File: src/rtl/instr_sequencer_if.sv
`default_nettype none
// ============================================================================
// Module      : instr_sequencer_if
// Description : Sequencer-side bundle: ROM fetch, PC control and ALU strobes.
// Revision    : 1.0 - initial release
// ============================================================================
interface instr_sequencer_if #(
    parameter int N        = 4,
    parameter int SIZE_CNT = 3
);
    logic                en;
    logic [N-1:0]        pc;
    logic [N-1:0]        rom_addr;
    logic [N+3:0]        rom_data;
    logic                zero_flag;
    logic [SIZE_CNT:0]   cnt;
    logic [N+3:0]        ir;
    logic                pc_control;
    logic [N-1:0]        jump_addr;
    logic [2:0]          alu_op;
    logic                alu_en;
    logic                acc_we;
    logic                halted;
    logic                illegal;

    modport slave (
        input  en, pc, rom_data, zero_flag,
        output rom_addr, cnt, ir, pc_control, jump_addr,
               alu_op, alu_en, acc_we, halted, illegal
    );

    modport master (
        output en, pc, rom_data, zero_flag,
        input  rom_addr, cnt, ir, pc_control, jump_addr,
               alu_op, alu_en, acc_we, halted, illegal
    );
endinterface
`default_nettype wire

File: src/rtl/instr_sequencer.sv
`default_nettype none
// ============================================================================
// Module      : instr_sequencer
// Description : Machine-cycle phase counter, instruction register and decoder.
// Revision    : 1.0 - initial release
// ============================================================================
module instr_sequencer #(
    parameter int N        = 4,
    parameter int SIZE_CNT = 3,
    parameter int CNT_CLK  = 1,
    parameter int CNT_MAX  = 3
) (
    input  wire logic         clk,
    input  wire logic         rst,
    instr_sequencer_if.slave  bus
);
    localparam logic [SIZE_CNT:0] c_cnt_zero = '0;
    localparam logic [SIZE_CNT:0] c_cnt_one  = (SIZE_CNT+1)'(1);
    localparam logic [SIZE_CNT:0] c_cnt_clk  = (SIZE_CNT+1)'(CNT_CLK);
    localparam logic [SIZE_CNT:0] c_cnt_exe  = (SIZE_CNT+1)'(CNT_CLK + 1);
    localparam logic [SIZE_CNT:0] c_cnt_max  = (SIZE_CNT+1)'(CNT_MAX);

    localparam logic [3:0] c_op_ldi  = 4'h1;
    localparam logic [3:0] c_op_add  = 4'h2;
    localparam logic [3:0] c_op_xor  = 4'h6;
    localparam logic [3:0] c_op_und  = 4'h7;
    localparam logic [3:0] c_op_jmp  = 4'h8;
    localparam logic [3:0] c_op_jz   = 4'h9;
    localparam logic [3:0] c_op_jnz  = 4'hA;
    localparam logic [3:0] c_op_undl = 4'hB;
    localparam logic [3:0] c_op_undh = 4'hE;
    localparam logic [3:0] c_op_halt = 4'hF;

    logic [SIZE_CNT:0] cnt_q, cnt_d;
    logic [N+3:0]      ir_q, ir_d;
    logic              halted_q, halted_d;
    logic              illegal_q, illegal_d;

    logic [3:0] w_opcode;
    logic       w_acc_class;
    logic       w_alu_class;
    logic       w_illegal_op;
    logic       w_branch_taken;

    assign w_opcode     = ir_q[N+3:N];
    assign w_acc_class  = (w_opcode >= c_op_ldi) && (w_opcode <= c_op_xor);
    assign w_alu_class  = (w_opcode >= c_op_add) && (w_opcode <= c_op_xor);
    assign w_illegal_op = (w_opcode == c_op_und) ||
                          ((w_opcode >= c_op_undl) && (w_opcode <= c_op_undh));
    assign w_branch_taken = (w_opcode == c_op_jmp) ||
                            ((w_opcode == c_op_jz)  &&  bus.zero_flag) ||
                            ((w_opcode == c_op_jnz) && !bus.zero_flag);

    // Phase 0 is the only point where a new machine cycle may start; once
    // started, the cycle runs to completion regardless of en.
    always_comb begin
        cnt_d     = cnt_q;
        ir_d      = ir_q;
        halted_d  = halted_q;
        illegal_d = illegal_q;
        if (cnt_q == c_cnt_zero) begin
            if (bus.en && !halted_q) begin
                ir_d  = bus.rom_data;
                cnt_d = c_cnt_one;
            end
        end else if (cnt_q == c_cnt_clk) begin
            if (w_opcode == c_op_halt) begin
                halted_d = 1'b1;
                cnt_d    = c_cnt_zero;
            end else begin
                cnt_d = cnt_q + c_cnt_one;
            end
            if (w_illegal_op) begin
                illegal_d = 1'b1;
            end
        end else if (cnt_q == c_cnt_max) begin
            cnt_d = c_cnt_zero;
        end else begin
            cnt_d = cnt_q + c_cnt_one;
        end
    end

    always_ff @(posedge clk or posedge rst) begin
        if (rst) begin
            cnt_q     <= c_cnt_zero;
            ir_q      <= '0;
            halted_q  <= 1'b0;
            illegal_q <= 1'b0;
        end else begin
            cnt_q     <= cnt_d;
            ir_q      <= ir_d;
            halted_q  <= halted_d;
            illegal_q <= illegal_d;
        end
    end

    assign bus.rom_addr   = bus.pc;
    assign bus.cnt        = cnt_q;
    assign bus.ir         = ir_q;
    assign bus.jump_addr  = ir_q[N-1:0];
    assign bus.halted     = halted_q;
    assign bus.illegal    = illegal_q;
    assign bus.pc_control = !((cnt_q == c_cnt_clk) && w_branch_taken);
    assign bus.alu_op     = w_acc_class ? w_opcode[2:0] : 3'd0;
    assign bus.alu_en     = (cnt_q == c_cnt_exe) && w_alu_class;
    assign bus.acc_we     = (cnt_q == c_cnt_max) && w_acc_class;
endmodule
`default_nettype wire

File: src/flat_wrapper.sv
// flat-port wrapper written by rule: the top's interface ports become plain ports
module instr_sequencer_flat 
#(
    parameter int N        = 4,
    parameter int SIZE_CNT = 3,
    parameter int CNT_CLK  = 1,
    parameter int CNT_MAX  = 3
)
  (clk, rst, bus_en, bus_pc, bus_rom_data, bus_zero_flag, bus_rom_addr, bus_cnt, bus_ir, bus_pc_control, bus_jump_addr, bus_alu_op, bus_alu_en, bus_acc_we, bus_halted, bus_illegal);
  instr_sequencer_if #(.N(N), .SIZE_CNT(SIZE_CNT)) bus_i ();
  input  wire logic clk;
  input  wire logic rst;
  input wire logic [$bits(bus_i.en)-1:0] bus_en;
  input wire logic [$bits(bus_i.pc)-1:0] bus_pc;
  input wire logic [$bits(bus_i.rom_data)-1:0] bus_rom_data;
  input wire logic [$bits(bus_i.zero_flag)-1:0] bus_zero_flag;
  output wire logic [$bits(bus_i.rom_addr)-1:0] bus_rom_addr;
  output wire logic [$bits(bus_i.cnt)-1:0] bus_cnt;
  output wire logic [$bits(bus_i.ir)-1:0] bus_ir;
  output wire logic [$bits(bus_i.pc_control)-1:0] bus_pc_control;
  output wire logic [$bits(bus_i.jump_addr)-1:0] bus_jump_addr;
  output wire logic [$bits(bus_i.alu_op)-1:0] bus_alu_op;
  output wire logic [$bits(bus_i.alu_en)-1:0] bus_alu_en;
  output wire logic [$bits(bus_i.acc_we)-1:0] bus_acc_we;
  output wire logic [$bits(bus_i.halted)-1:0] bus_halted;
  output wire logic [$bits(bus_i.illegal)-1:0] bus_illegal;
  assign bus_i.en = bus_en;
  assign bus_i.pc = bus_pc;
  assign bus_i.rom_data = bus_rom_data;
  assign bus_i.zero_flag = bus_zero_flag;
  assign bus_rom_addr = bus_i.rom_addr;
  assign bus_cnt = bus_i.cnt;
  assign bus_ir = bus_i.ir;
  assign bus_pc_control = bus_i.pc_control;
  assign bus_jump_addr = bus_i.jump_addr;
  assign bus_alu_op = bus_i.alu_op;
  assign bus_alu_en = bus_i.alu_en;
  assign bus_acc_we = bus_i.acc_we;
  assign bus_halted = bus_i.halted;
  assign bus_illegal = bus_i.illegal;
  instr_sequencer #(.N(N), .SIZE_CNT(SIZE_CNT), .CNT_CLK(CNT_CLK), .CNT_MAX(CNT_MAX)) u_core (.clk(clk), .rst(rst), .bus(bus_i));
endmodule
File: config.mk
export PLATFORM = sky130hd
export DESIGN_NAME = instr_sequencer_flat
export DESIGN_NICKNAME = d
export VERILOG_FILES = /design/src/rtl/instr_sequencer_if.sv /design/src/rtl/instr_sequencer.sv /design/src/flat_wrapper.sv
export SDC_FILE = /design/constraint.sdc
export NUM_CORES = 1
export LEC_CHECK = 0
export BUFFER_PORTS_ARGS = -buffer_cell sky130_fd_sc_hd__buf_2
export CELL_PAD_IN_SITES_DETAIL_PLACEMENT = 2
export CELL_PAD_IN_SITES_GLOBAL_PLACEMENT = 2
export CORE_MARGIN = 2
export CORE_UTILIZATION = 22
export DETAILED_ROUTE_END_ITERATION = 8
export PLACE_DENSITY = 0.75
export SYNTH_ARGS = -nofsm -noshare
export SYNTH_HDL_FRONTEND = slang
export SYNTH_SLANG_ARGS = --single-unit
File: constraint.sdc
create_clock -name clk -period 1.4 [get_ports clk]
set_clock_uncertainty 0.05 [all_clocks]
set_input_delay 0.14 -clock clk [delete_from_list [all_inputs] [get_ports clk]]
set_output_delay 0.14 -clock clk [all_outputs]
set_load 0.01 [all_outputs]
== Word level (Yosys, flattened, before mapping) ==
Index checks and enable logic that the tools add are counted.

* Logic and storage cells: 45
* Output and inout bits: 28
* Register bits after elaboration: 14

* Bitwise operators: 1
* Add/sub/neg operators: 1
* Reductions and logical operators: 19
* Equal/unequal tests: 9
* Order comparisons: 5
* Multiplexer cells: 6

{| class="wikitable"
|+ Operator list
! kind !! count
|-
| 4-bit two-way mux || 5
|-
| 4-bit equality test (second input constant) || 4
|-
| 1-bit logical AND || 9
|-
| 4-bit by 2-bit equality test with 1-bit output (second input constant) || 2
|-
| 3-bit AND reduction || 2
|-
| 4-bit by 1-bit adder with 4-bit output (second input constant) || 1
|-
| 4-bit by 1-bit equality test with 1-bit output (second input constant) || 1
|-
| 4-bit by 3-bit equality test with 1-bit output (second input constant) || 1
|-
| 4-bit by 1-bit greater-or-equal comparator with 1-bit output (second input constant) || 1
|-
| 4-bit by 2-bit greater-or-equal comparator with 1-bit output (second input constant) || 1
|-
| 4-bit greater-or-equal comparator (second input constant) || 1
|-
| 4-bit by 3-bit <= comparator with 1-bit output (second input constant) || 1
|-
| 4-bit <= comparator (second input constant) || 1
|-
| 4-bit zero test || 1
|-
| 1-bit zero test || 3
|-
| 1-bit logical OR || 3
|-
| 3-bit two-way mux || 1
|-
| 2-bit inequality test (second input constant) || 1
|-
| 2-bit AND reduction || 1
|-
| 1-bit inverter || 1
|}

== Longest topological paths before layout ==
Gate-level depths: netlist of the first run.

* Depth after elaboration: 6
* Gate-level depth with buffers: 6
* Mapped depth without buffers: 6

== Worst setup path after synthesis of the first run ==
Ideal clock, no wire load.

* Path kind: register -> output
* From: register u_core.cnt_q[1], in the netlist u_core.bus.cnt[1]
* To: output bus_pc_control
* Stages on the path, launching flop included: 5
* Required time: 1210 ps
* Path slack: -120 ps
* Buffers on the path: 0
* Arrival time: 1330 ps
* Path through: dfrtp_1 -> inv_1 -> ha_1 -> nand2_2 -> or4b_1

* Longest elaborated chain between the ends: 3

{| class="wikitable"
|+ RTL lines
! what !! line !! text
|-
| start: declaration || instr_sequencer.sv:34 || <nowiki>logic [SIZE_CNT:0] cnt_q, cnt_d;</nowiki>
|-
| start signal: assignment || instr_sequencer.sv:85 || <nowiki>cnt_q <= c_cnt_zero;</nowiki>
|-
| start signal: assignment || instr_sequencer.sv:90 || <nowiki>cnt_q <= cnt_d;</nowiki>
|-
| 4-bit by 1-bit equality test with 1-bit output || instr_sequencer.sv:103 || <nowiki>assign bus.pc_control = !((cnt_q == c_cnt_clk) && w_branch_taken);</nowiki>
|-
| 1-bit logical AND || instr_sequencer.sv:103 ||
|-
| 1-bit zero test || instr_sequencer.sv:103 ||
|-
| end: declaration || flat_wrapper.sv:20 || <nowiki>output wire logic [$bits(bus_i.pc_control)-1:0] bus_pc_control;</nowiki>
|}

No other way between the ends.

== Final worst setup path of the first run ==
* From: register u_core.cnt_q[0], in the netlist u_core.bus.cnt[0]
* To: output bus_acc_we

* Longest elaborated chain between the ends: 2

{| class="wikitable"
|+ RTL lines
! what !! line !! text
|-
| 4-bit by 2-bit equality test with 1-bit output || instr_sequencer.sv:106 || <nowiki>assign bus.acc_we = (cnt_q == c_cnt_max) && w_acc_class;</nowiki>
|-
| 1-bit logical AND || instr_sequencer.sv:106 ||
|-
| end: declaration || flat_wrapper.sv:24 || <nowiki>output wire logic [$bits(bus_i.acc_we)-1:0] bus_acc_we;</nowiki>
|}

No other way between the ends.

==> qor.csv, run 1 <==
metric;value;unit
Die Width;65.6;µm
clock root buffer;clkbuf_8;
CP Launch Type;flip-flop;
CTS tree;done;
CP Buf/Inv Count;1;
Crit. End Element;output pin;
Post-Synthesis Cells;79;
Synth top area share;0.420;
RSZ-0062 raised after global routing;true;
Ports;44;
residual DRC count;0;
post-synthesis mux area share;0.120;
Net Count, Synth;99;
Yosys reg bits;14;
Placed Area;1160;µm²
Synth Area in XOR/XNOR;0.0210;
share of flip-flops with an asynchronous set or reset;1.00;
core area;3660;µm²
DR pass1 iterations;2;
port bufs;35;
Synth Area in Simple Gates;0.154;
GP Congestion;0.825;
Routed WL;3090;µm
Post-synth EDFFs;0;
CTS max path bufs;2;
dpl hpwl;2110;µm
measured slew at the worst slew-check pin;589;ps
Synth Area in Adders;0.0600;
# Max-Cap Violations;0;
synth cell count leaders;dfrtp_1 (14), buf_4 (8), mux2_2 (8), inv_1 (6);
post-synth top area cell;dfrtp_1;
CTS Buf Count;3;
crit share post-route;1.29;
crit-path max FO;4;
setup TNS;-1970;ps
ys flop type;dfrtp_1;
Yosys cell types;28;
first-pass GRT wire length;4420;µm
crit path time final;1810;ps
failing checks;setup timing;
clk slew on worst S/H paths;60;ps
Crit Path Class;flip-flop to output pin;
largest net degree at the start of global routing;15;
starting density of the core;0.228;
Area contributors post-synth;dfrtp_1 (42%), mux2_2 (11%), buf_4 (7.2%);
power per cell area;2640;nW/µm²
outcome;finished with violations;
sequential area share after synthesis;0.420;
Req. time, crit path;1210;ps
critical path's top delay family;flip-flops;
Slew Viols, Final;0;
Place WS;-193;ps
setup violators final;14;
largest family of logic cells by synthesized area;simple AND/OR/NAND/NOR gates;
CTS H-tree lvls;1;
Final nets;154;
Syn Area/Cell;10.6;µm²
GRT Util Overall;0.137;
Critical Path Max Stage Delay;410;ps
CTS Sinks;14;
overall power;0.00372;W
Post-Syn Area;835;µm²
synth warn;0;
Hold WC Path Type;input port to flip-flop;
post-route antenna net violation count;0;
most common cell in the netlist;dfrtp_1;
number of global-route vias before repair;902;
n_diodes;0;
leakage;0.661;nW
initial antenna violation count;0;
Row Count;22;
Max Freq;554;MHz
share of layout cells above drive strength 1;0.752;
final instance area;1410;µm²
clk_lat worst skew;250;ps
Worst EP arrival;1620;ps
Hold Violations, Final;0;
WL/cell;17.1;µm
vias per inst;4.58;
Die ar.;4300;µm²
worst setup margin;-405;ps
synthesis-to-finish area growth;69.1;%
IR drop worst, VDD;920;µV
via count;829;
critical path, cell by cell;ha_1 > o31ai_1 > nor4b_1 > buf_2;
post-synthesis compound-gate area fraction;0.114;
Worst path slowest cell;dfrtp_2;
initial DRC count;16;
Vert. Die Dim;65.6;µm
Slew headroom;0.607;
gr ovfl total;0;
[power breakdown]
group	leakage [nW]	switching [W]	internal (W)
Combinational	0.473	0.00120	0.00125
Sequential	0.159	0.000226	0.000632
Clock	0.0288	0.000158	0.000250
Total	0.661	0.00159	0.00213
[cell type report]
cell class | instances | area, µm²
Sequential cell | 14 | 359
Tap cell | 48 | 60.1
Multi-Input combinational cell | 50 | 528
Timing Repair Buffer | 59 | 387
Inverter | 6 | 22.5
Fill cell | 392 | 2250
Clock buffer | 4 | 55.1
[worst reg2reg max path: stages, from the launching register on]
cell and delay, ps:
dfrtp_2 390, inv_2 60, buf_4 130, buf_6 110, ha_4 190, buf_6 140
o21ai_2 110, o21ai_2 80, o211ai_1 180
[layout by cell type (no fill, tap or decap), types with 2 or more instances in the layout]
master and n:
a211oi_2 2, nor2b_2 2, xnor2_1 2, dfrtp_2 7, inv_1 5, buf_4 17, nand2_4 2, nand3_4 2
nand2_2 3, ha_4 2, o21bai_1 2, o21ai_2 2, mux2_2 7, clkbuf_8 4, dfrtp_1 7, buf_6 7
ha_1 2, buf_2 34, nand3_1 3
[flip-flops by register name, summed over array words and instances, names as in the netlist]
name,flops
u_core.bus.cnt,4
u_core.bus.halted,1
u_core.bus.illegal,1
u_core.bus.ir,8
[layer usage]
metal	global-route usage	vias up	share of wire
met5	0	-	0
met4	0.0599	0	0.012
met3	0.0188	3	0.034
met2	0.228	28	0.53
met1	0.175	418	0.43
li1	-	380	-
[what timing repair did]
action                                 CTS  global route
endpoints found under the hold margin   14             0
setup endpoints to repair               19            19
gates cloned                             1             0
buffers inserted                         1             5
gates resized for setup                  9            25
hold buffers                             1             0
pin swaps                                1            11
[per-stage QoR]
step,instances,utilization,hold WS (ps)
2_1_floorplan,79,-,-21.1
3_5_place_dp,169,0.316,185
3_3_place_gp,169,0.316,149
6_report,181,0.386,65.1
5_1_grt,181,0.386,69.5
4_1_cts,176,0.347,63.3
[logic make-up (layout without fill, tap and decap cells)]
| group | after synthesis | in the layout |
|---|---|---|
| xor+xnor | 2 | 2 |
| compound gates | 14 | 14 |
| flops | 14 | 14 |
| mux | 9 | 9 |
| fa+ha+maj | 4 | 4 |
| buf+inv | 16 | 69 |
| simple gates | 20 | 21 |
[final timing paths]
path	startpoint	endpoint	slack, ps	depth (start not counted)
min reg2reg	u_core.bus.illegal	u_core.bus.illegal	430	1
min in group asynchronous	rst	u_core.bus.ir[3]	450	3
max in group asynchronous	rst	u_core.bus.ir[4]	430	3
max reg2reg	u_core.bus.cnt[1]	u_core.bus.cnt[0]	-130	8
min	bus_rom_data[0]	u_core.bus.ir[0]	70	2
max	u_core.bus.cnt[0]	bus_acc_we	-410	4
(Power assumes the default switching activity.)
==> run 2, diff against run 1 <==
- CAP_MARGIN: not set -> 10
- TNS_END_PERCENT: not set -> 1
==> run 2 against run 1 <==
  * The flow still finishes with violations (setup timing)
  * First-iteration DRC count up 19%
  * Worst setup slack improved by 97 ps
  * Sequential power decreased by 2%
  * Utilization decreased by 3.8 points
  * Sequential share of layout area grew 2.7 points
  * Clock-buffer cell count unchanged
  * Clock power fell by 3%
  * Largest power group unchanged
  * Highest routed layer unchanged
==> qor.csv, run 2 (synthesis gave the netlist of run 1 again) <==
metric;value;unit;change
clock root buffer;clkbuf_8;;
GP Congestion;0.780;;-5.4%
Critical Path Max Stage Delay;480;ps;+70 ps
Req. time, crit path;1210;ps;about the same
Fill cells;410;;+4.6%
via count;758;;-8.6%
commonest non-fill, non-tap cell in the layout;buf_2;;
CTS Sinks;14;;unchanged
# Max-Cap Violations;0;;unchanged
Placed Area;1130;µm²;-2.8%
gr ovfl total;0;;unchanged
initial DRC count;19;;+3
CTS tree;done;;
Max Freq;585;MHz;+5.7%
setup TNS;-1500;ps;+478 ps
core area;3660;µm²;unchanged
Die Width;65.6;µm;unchanged
Crit Reg-Reg Startpoint;u_core.bus.cnt[1];;
first-pass GRT wire length;3860;µm;-13%
Crit. End Element;output pin;;
GRT Util Overall;0.116;;-0.0205
Ports;44;;unchanged
clk_lat worst skew;250;ps;about the same
Slew Viols, Final;0;;unchanged
crit path time final;1710;ps;-97.4 ps
IR drop worst, VDD;687;µV;-25%
final instance area;1270;µm²;-9.8%
critical path's top delay family;simple AND/OR/NAND/NOR gates;;
crit share post-route;1.22;;-0.0696
fin cells;173;;-4.4%
Routed WL;2380;µm;-23%
DR pass1 iterations;2;;unchanged
final hold slack;74.3;ps;+9.23 ps
starting density of the core;0.228;;unchanged
post-route antenna net violation count;0;;unchanged
RSZ-0062 raised after global routing;true;;
WL/cell;13.8;µm;-19%
most frequent cells in the layout;buf_2 (34), buf_4 (12), mux2_2 (8), dfrtp_1 (8), dfrtp_2 (6);;
failing checks;setup timing;;
max reg flops;8;;unchanged
largest net degree at the start of global routing;15;;unchanged
initial antenna violation count;0;;unchanged
CTS H-tree lvls;1;;unchanged
power per cell area;2490;nW/µm²;-5.6%
Crit Path Class;flip-flop to output pin;;
dpl hpwl;1910;µm;-9.5%
crit path launch;u_core.bus.cnt[1];;
worst setup margin;-308;ps;+97.4 ps
n_diodes;0;;unchanged
Vert. Die Dim;65.6;µm;unchanged
placed instance count;165;;-2.4%
residual DRC count;0;;unchanged
Slew headroom;0.650;;+0.0430
CP Launch Type;flip-flop;;
number of global-route vias before repair;819;;-9.2%
port bufs;35;;unchanged
overall power;0.00316;W;-15%
CP Buf/Inv Count;2;;+1
CTS Buf Count;3;;unchanged
leakage;0.595;nW;-10%
critical path, cell by cell;inv_2 > ha_4 > nand2_2 > or4b_4 > buf_6;;
Hold Violations, Final;0;;unchanged
setup violators final;13;;-1
synthesis-to-finish area growth;52.5;%;
Worst EP arrival;1520;ps;-100 ps
crit-path max FO;2;;-2
Worst path slowest cell;or4b_4;;
outcome;finished with violations;;
Hold WC Path Type;input port to flip-flop;;
Final nets;146;;-5.2%
measured slew at the worst slew-check pin;525;ps;-64.4 ps
clk slew on worst S/H paths;60;ps;about the same
vias per inst;4.38;;-4.3%
Die ar.;4300;µm²;unchanged
Row Count;22;;unchanged
Hold Startpoint;bus_rom_data[1];;
share of layout cells above drive strength 1;0.664;;-0.0879
CTS max path bufs;2;;unchanged
[run 2: cell count changes in the layout (fill, tap and decap cells not counted), moves of 2 or more]
cell	change
buf_6	-2
buf_4	-5
nand2_1	+3
o21ai_1	+2
nor2b_1	+2
nand2_4	-2
o21ai_2	-2
[run 2: per-stage QoR]
stage,utilization,setup WS [ps]
4_1_cts,0.334,-325
5_1_grt,0.348,-363
3_3_place_gp,0.308,-44.0
6_report,0.348,-308
2_1_floorplan,-,-19.0
3_5_place_dp,0.308,-124
[run 2: where the power goes]
group	internal, W	switching (W)	total, W
sequential	0.000629	0.000213	0.000842
combinational	0.000985	0.000941	0.00193
clock	0.000249	0.000147	0.000396
total	0.00186	0.00130	0.00316
[run 2: final timing paths]
check,endpoint,slack (ps),depth (start not counted)
min in group asynchronous,u_core.bus.halted,420,3
hold / removal,u_core.bus.ir[1],70,2
setup reg to reg,u_core.bus.ir[6],-90,6
hold reg to reg,u_core.bus.illegal,420,1
setup / recovery,bus_pc_control,-310,5
max in group asynchronous,u_core.bus.ir[6],500,3
[run 2: layout make-up]
type / count / area (µm²) / share of cell area
tap: 48 / 60.1 / 0.0472
inverter: 6 / 22.5 / 0.0177
sequential: 14 / 358 / 0.281
multi-input combinational: 49 / 450 / 0.354
timing repair buffer: 52 / 327 / 0.257
clock buffer: 4 / 55.1 / 0.0433
[run 2: worst reg2reg max path, cell delays in order (launching register included)]
cell	delay [ps]
dfrtp_2	360
inv_2	50
buf_4	120
buf_4	130
ha_4	180
nand3_4	120
mux2_2	350
[run 2: repair_timing]
item / 4_1_cts / 5_1_grt
setup buffers: 1 / 2
endpoints found under the setup margin: 14 / 17
endpoints found under the hold margin: 14 / 0
gates cloned: 0 / 0
hold buffers: 1 / 0
pin swaps: 0 / 1
resized for setup: 7 / 11
[run 2: per-layer routing]
layer,share of wire,global-route usage,vias to the layer above
met1,0.46,0.163,365
met2,0.47,0.177,28
met3,0.053,0.0188,2
met5,0,0,-
li1,-,-,363
met4,0.014,0.0469,0
